==> src/rtl/armleocpu_operand_fetch.sv <==
// Operand-fetch slot between two register-file read lanes and execute.
// Writeback forwarding is compiled in when ARMLEOCPU_OPFETCH_BYPASS_EN is defined.
module armleocpu_operand_fetch #(
    parameter int ELEMENTS_W = 5,
    parameter int WIDTH      = 32
) (
    input  logic                  clk,
    input  logic                  rst,

    input  logic                  d_valid,
    output logic                  d_ready,
    input  logic [ELEMENTS_W-1:0] d_rs1,
    input  logic [ELEMENTS_W-1:0] d_rs2,

    output logic                  rf_rs1_read,
    output logic [ELEMENTS_W-1:0] rf_rs1_address,
    input  logic [WIDTH-1:0]      rf_rs1_readdata,
    output logic                  rf_rs2_read,
    output logic [ELEMENTS_W-1:0] rf_rs2_address,
    input  logic [WIDTH-1:0]      rf_rs2_readdata,

    input  logic                  wb_write,
    input  logic [ELEMENTS_W-1:0] wb_address,
    input  logic [WIDTH-1:0]      wb_data,

    output logic                  o_valid,
    input  logic                  o_ready,
    output logic [WIDTH-1:0]      o_rs1_data,
    output logic [WIDTH-1:0]      o_rs2_data
);

    logic                  o_valid_q;
    logic [ELEMENTS_W-1:0] rs1_addr_q;
    logic [ELEMENTS_W-1:0] rs2_addr_q;
    logic                  accept_s;

    // x0 reads as zero, then forwarded data, then the lane output
    function automatic logic [WIDTH-1:0] select_operand(
        input logic [ELEMENTS_W-1:0] addr,
        input logic                  byp_flag,
        input logic [WIDTH-1:0]      byp_data,
        input logic [WIDTH-1:0]      lane_data
    );
        logic [WIDTH-1:0] res;
        if (addr == {ELEMENTS_W{1'b0}}) begin
            res = {WIDTH{1'b0}};
        end else if (byp_flag) begin
            res = byp_data;
        end else begin
            res = lane_data;
        end
        return res;
    endfunction

    assign d_ready        = !o_valid_q || o_ready;
    assign accept_s       = d_valid && d_ready;
    assign rf_rs1_read    = accept_s;
    assign rf_rs2_read    = accept_s;
    assign rf_rs1_address = d_rs1;
    assign rf_rs2_address = d_rs2;
    assign o_valid        = o_valid_q;

    // Output slot: latch source numbers on accept, drop valid on a bare consume
    always_ff @(posedge clk or posedge rst) begin
        if (rst) begin
            o_valid_q  <= 1'b0;
            rs1_addr_q <= {ELEMENTS_W{1'b0}};
            rs2_addr_q <= {ELEMENTS_W{1'b0}};
        end else if (accept_s) begin
            o_valid_q  <= 1'b1;
            rs1_addr_q <= d_rs1;
            rs2_addr_q <= d_rs2;
        end else if (o_ready) begin
            o_valid_q  <= 1'b0;
        end
    end

`ifdef ARMLEOCPU_OPFETCH_BYPASS_EN
    logic             rs1_byp_q;
    logic             rs2_byp_q;
    logic [WIDTH-1:0] rs1_byp_data_q;
    logic [WIDTH-1:0] rs2_byp_data_q;
    logic             holding_s;

    function automatic logic wb_hits(input logic [ELEMENTS_W-1:0] addr);
        return wb_write && (wb_address == addr) && (addr != {ELEMENTS_W{1'b0}});
    endfunction

    // A write during the consume cycle is dropped: the slot is emptying
    assign holding_s = o_valid_q && !o_ready;

    // Forwarding capture: accept-cycle write covers read-during-write, later writes while holding overwrite
    always_ff @(posedge clk or posedge rst) begin
        if (rst) begin
            rs1_byp_q      <= 1'b0;
            rs2_byp_q      <= 1'b0;
            rs1_byp_data_q <= {WIDTH{1'b0}};
            rs2_byp_data_q <= {WIDTH{1'b0}};
        end else if (accept_s) begin
            rs1_byp_q      <= wb_hits(d_rs1);
            rs2_byp_q      <= wb_hits(d_rs2);
            rs1_byp_data_q <= wb_data;
            rs2_byp_data_q <= wb_data;
        end else if (holding_s) begin
            if (wb_hits(rs1_addr_q)) begin
                rs1_byp_q      <= 1'b1;
                rs1_byp_data_q <= wb_data;
            end
            if (wb_hits(rs2_addr_q)) begin
                rs2_byp_q      <= 1'b1;
                rs2_byp_data_q <= wb_data;
            end
        end
    end

    assign o_rs1_data = select_operand(rs1_addr_q, rs1_byp_q, rs1_byp_data_q, rf_rs1_readdata);
    assign o_rs2_data = select_operand(rs2_addr_q, rs2_byp_q, rs2_byp_data_q, rf_rs2_readdata);
`else
    logic unused_wb_s;

    // Without forwarding decode/issue must avoid hazards; writeback is not observed here
    assign unused_wb_s = ^{wb_write, wb_address, wb_data};

    assign o_rs1_data = select_operand(rs1_addr_q, 1'b0, {WIDTH{1'b0}}, rf_rs1_readdata);
    assign o_rs2_data = select_operand(rs2_addr_q, 1'b0, {WIDTH{1'b0}}, rf_rs2_readdata);
`endif

endmodule

==> config.mk <==
export PLATFORM = sky130hd
export DESIGN_NAME = armleocpu_operand_fetch
export DESIGN_NICKNAME = d
export VERILOG_FILES = /design/src/rtl/armleocpu_operand_fetch.sv
export SDC_FILE = /design/constraint.sdc
export NUM_CORES = 1
export LEC_CHECK = 0
export BUFFER_PORTS_ARGS = -buffer_cell sky130_fd_sc_hd__buf_2
export CAP_MARGIN = 5
export CORE_AREA = 2 2 75 77
export CTS_BUF_LIST = sky130_fd_sc_hd__clkbuf_2
export DETAILED_ROUTE_END_ITERATION = 12
export DIE_AREA = 0 0 77 79
export HOLD_SLACK_MARGIN = 0.1
export PLACE_DENSITY = 0.71
export SYNTH_ARGS = -nofsm -noshare
export SYNTH_HDL_FRONTEND = slang
export SYNTH_SLANG_ARGS = --single-unit
export TNS_END_PERCENT = 10
==> constraint.sdc <==
create_clock -name clk -period 1.4 [get_ports clk]
set_clock_uncertainty 0.15 [all_clocks]
set_input_delay 0 -clock clk [delete_from_list [all_inputs] [get_ports clk]]
set_output_delay 0 -clock clk [all_outputs]
set_load 0.005 [all_outputs]
==> impl_metrics.ini <==
[setup_path]
path_max_fanout = 32
cp-end-kind = output pin
startpoint_type = register
setup.worst_path.class = register to output pin
critical_path_required_ns = 1.25
crit_arrival_ns = 1.68

[synth]
syn_nets = 228
netlist_area_um2 = 990
synth_cell_types = 10
seq_area_frac_synth = 0.278
synth.area.top_cells = nor2b_1 (40%), dfrtp_1 (28%), buf_4 (13%)
synth_top_area_frac = 0.405
ys_seq_elements = 11
avgSynthCellArea_um2 = 8.84
netlist_instances = 112
ys_warn_count = 0
synth_area_leader_cell = nor2b_1

[sta]
fin_ws_ns = -0.431
worst_hold_slack_ns = 0.121
post-route-period-util = 1.31
tightest_slew_ns = 0.412
finalHoldViolCount = 0
rsz0062_at_grt = true
max_freq_ghz = 0.546
min_period_ns = 1.83
final_max_slew_viol_count = 0
timing.slew.headroom = 0.725
setup_viol = 64

[clock_network]
cts_tree = done
clk_latency_ns = 0.25
clock_path_buffers = 2
cts.reportedPaths.clkPinSlew_ns = 0.10
cts_buffers = 3
cts.sinks = 11
htreeDepth = 1
root_buffer = clkbuf_2

[die]
fp.dieH_um = 79
dieArea_um2 = 6080
fp-row-count = 27
io_pins = 194
die_x_um = 77
core-area_um2 = 5340
initial_core_util = 0.185

[routing]
dr.pass1.iters = 4
drt_iter0_drc = 8
ant_nets = 0
via_per_inst = 3.70
wl_um = 3200
routed-via-count = 1264
post_drt_wl_per_cell_um = 9.35
drc = 0

[pwr]
power-per-cell-area_nw_per_um2 = 554
power_w = 0.00107
ir_drop_uv = 423
p_leak_nw = 1.09

[run_status]
violations = setup timing
status = finished, violations left

[place]
io_buffers = 155
dp_hpwl_um = 2630
gp_congestion = 0.642

[global_route]
grt_first_pass_wirelength_um = 4840
overflow = 0
antenna_found_initial = 0
grt_usage = 0.0946
grt_max_degree = 33
grt_pass1_vias = 1166

[layout]
antenna_cells = 0
nets = 387
layout_commonest_cell = buf_2
syn2layout_area_growth_pct = 95.7
mostFrequentLayoutCells = buf_2 (155), nor2b_1 (64), dlygate4sd3_1 (12), dfrtp_1 (11), mux2_2 (10)
drive_above_1_share = 0.663

[run]
maxCapViolCount = 0

[worst_hold_path]
hold_class = primary input to async pin
==> timing repair <==
action,4_1_cts,5_1_grt
endpoints found under the hold margin,32,0
hold buffers,13,0
pin swaps,0,2
setup buffers,0,0
resized for setup,0,4
cloned,0,0
setup endpoints to repair,64,67
==> cells in the mapped netlist <==
library cell,n
nor2b_1,64
buf_4,17
dfrtp_1,11
mux2_2,10
inv_1,2
nand2b_1,2
nor2_4,2
or4_4,2
buf_2,1
nand2_1,1
==> routing by layer <==
| layer | track usage | share of wire |
|---|---|---|
| met1 | 0.0963 | 0.36 |
| met2 | 0.190 | 0.55 |
| met3 | 0.0159 | 0.091 |
| met4 | 0.0375 | 0.0053 |
| met5 | 0 | 0 |
==> final cells by class <==
| cell class | instances | area (µm²) |
|---|---|---|
| fill | 575 | 3400 |
| clock buffer | 4 | 20.0 |
| inverter | 2 | 7.51 |
| tap | 72 | 90.1 |
| timing repair buffer | 172 | 967 |
| multi-input combinational | 81 | 577 |
| sequential | 11 | 275 |
==> worst max-delay path, stage by stage (launching register included) <==
cell	delay, ns
dfrtp_1	0.39
or4_4	0.54
nor2_4	0.11
buf_12	0.17
nor2b_1	0.08
buf_2	0.13
==> flip-flops by register name (all words and copies together) (netlist names) <==
| name | flops |
|---|---|
| rs1_addr_q | 5 |
| rs2_addr_q | 5 |
| o_valid | 1 |
==> through the flow <==
stage / TNS (ns) / util / setup WS (ns) / cells / area, µm²
after detailed placement: -7.87 / 0.333 / -0.154 / 325 / 1780
after CTS: -27.33 / 0.361 / -0.461 / 342 / 1930
final: -25.31 / 0.363 / -0.431 / 342 / 1940
after floorplan: 0 / - / 0.0246 / 112 / 990
after global routing: -32.20 / 0.363 / -0.546 / 342 / 1940
after global placement: -6.79 / 0.333 / -0.132 / 325 / 1780
==> cell families after synthesis <==
logic type    share of synthesized area
simple gates                      0.466
mux                               0.114
flops                             0.278
buf+inv                           0.142
==> worst paths after layout <==
kind	start	end	slack, ns	cells after the start
setup reg to reg	o_valid	rs1_addr_q[3]	0.13	4
hold / removal	rst	o_valid	0.12	3
hold reg to reg	rs2_addr_q[1]	rs2_addr_q[1]	0.37	1
setup / recovery	rs1_addr_q[1]	o_rs1_data[12]	-0.43	5
min in group clk	rf_rs2_readdata[11]	o_rs2_data[11]	0.13	3
max in group asynchronous	rst	rs2_addr_q[1]	0.69	3
==> power breakdown <==
part           leakage [nW]  switching (W)  total, W  internal (W)
logic                 0.945       0.000192  0.000515      0.000323
clock network        0.0166      0.0000944  0.000170     0.0000759
registers             0.128      0.0000254  0.000387      0.000362
total                  1.09       0.000312   0.00107      0.000761
Note: power is estimated with default switching activity, not from simulation.
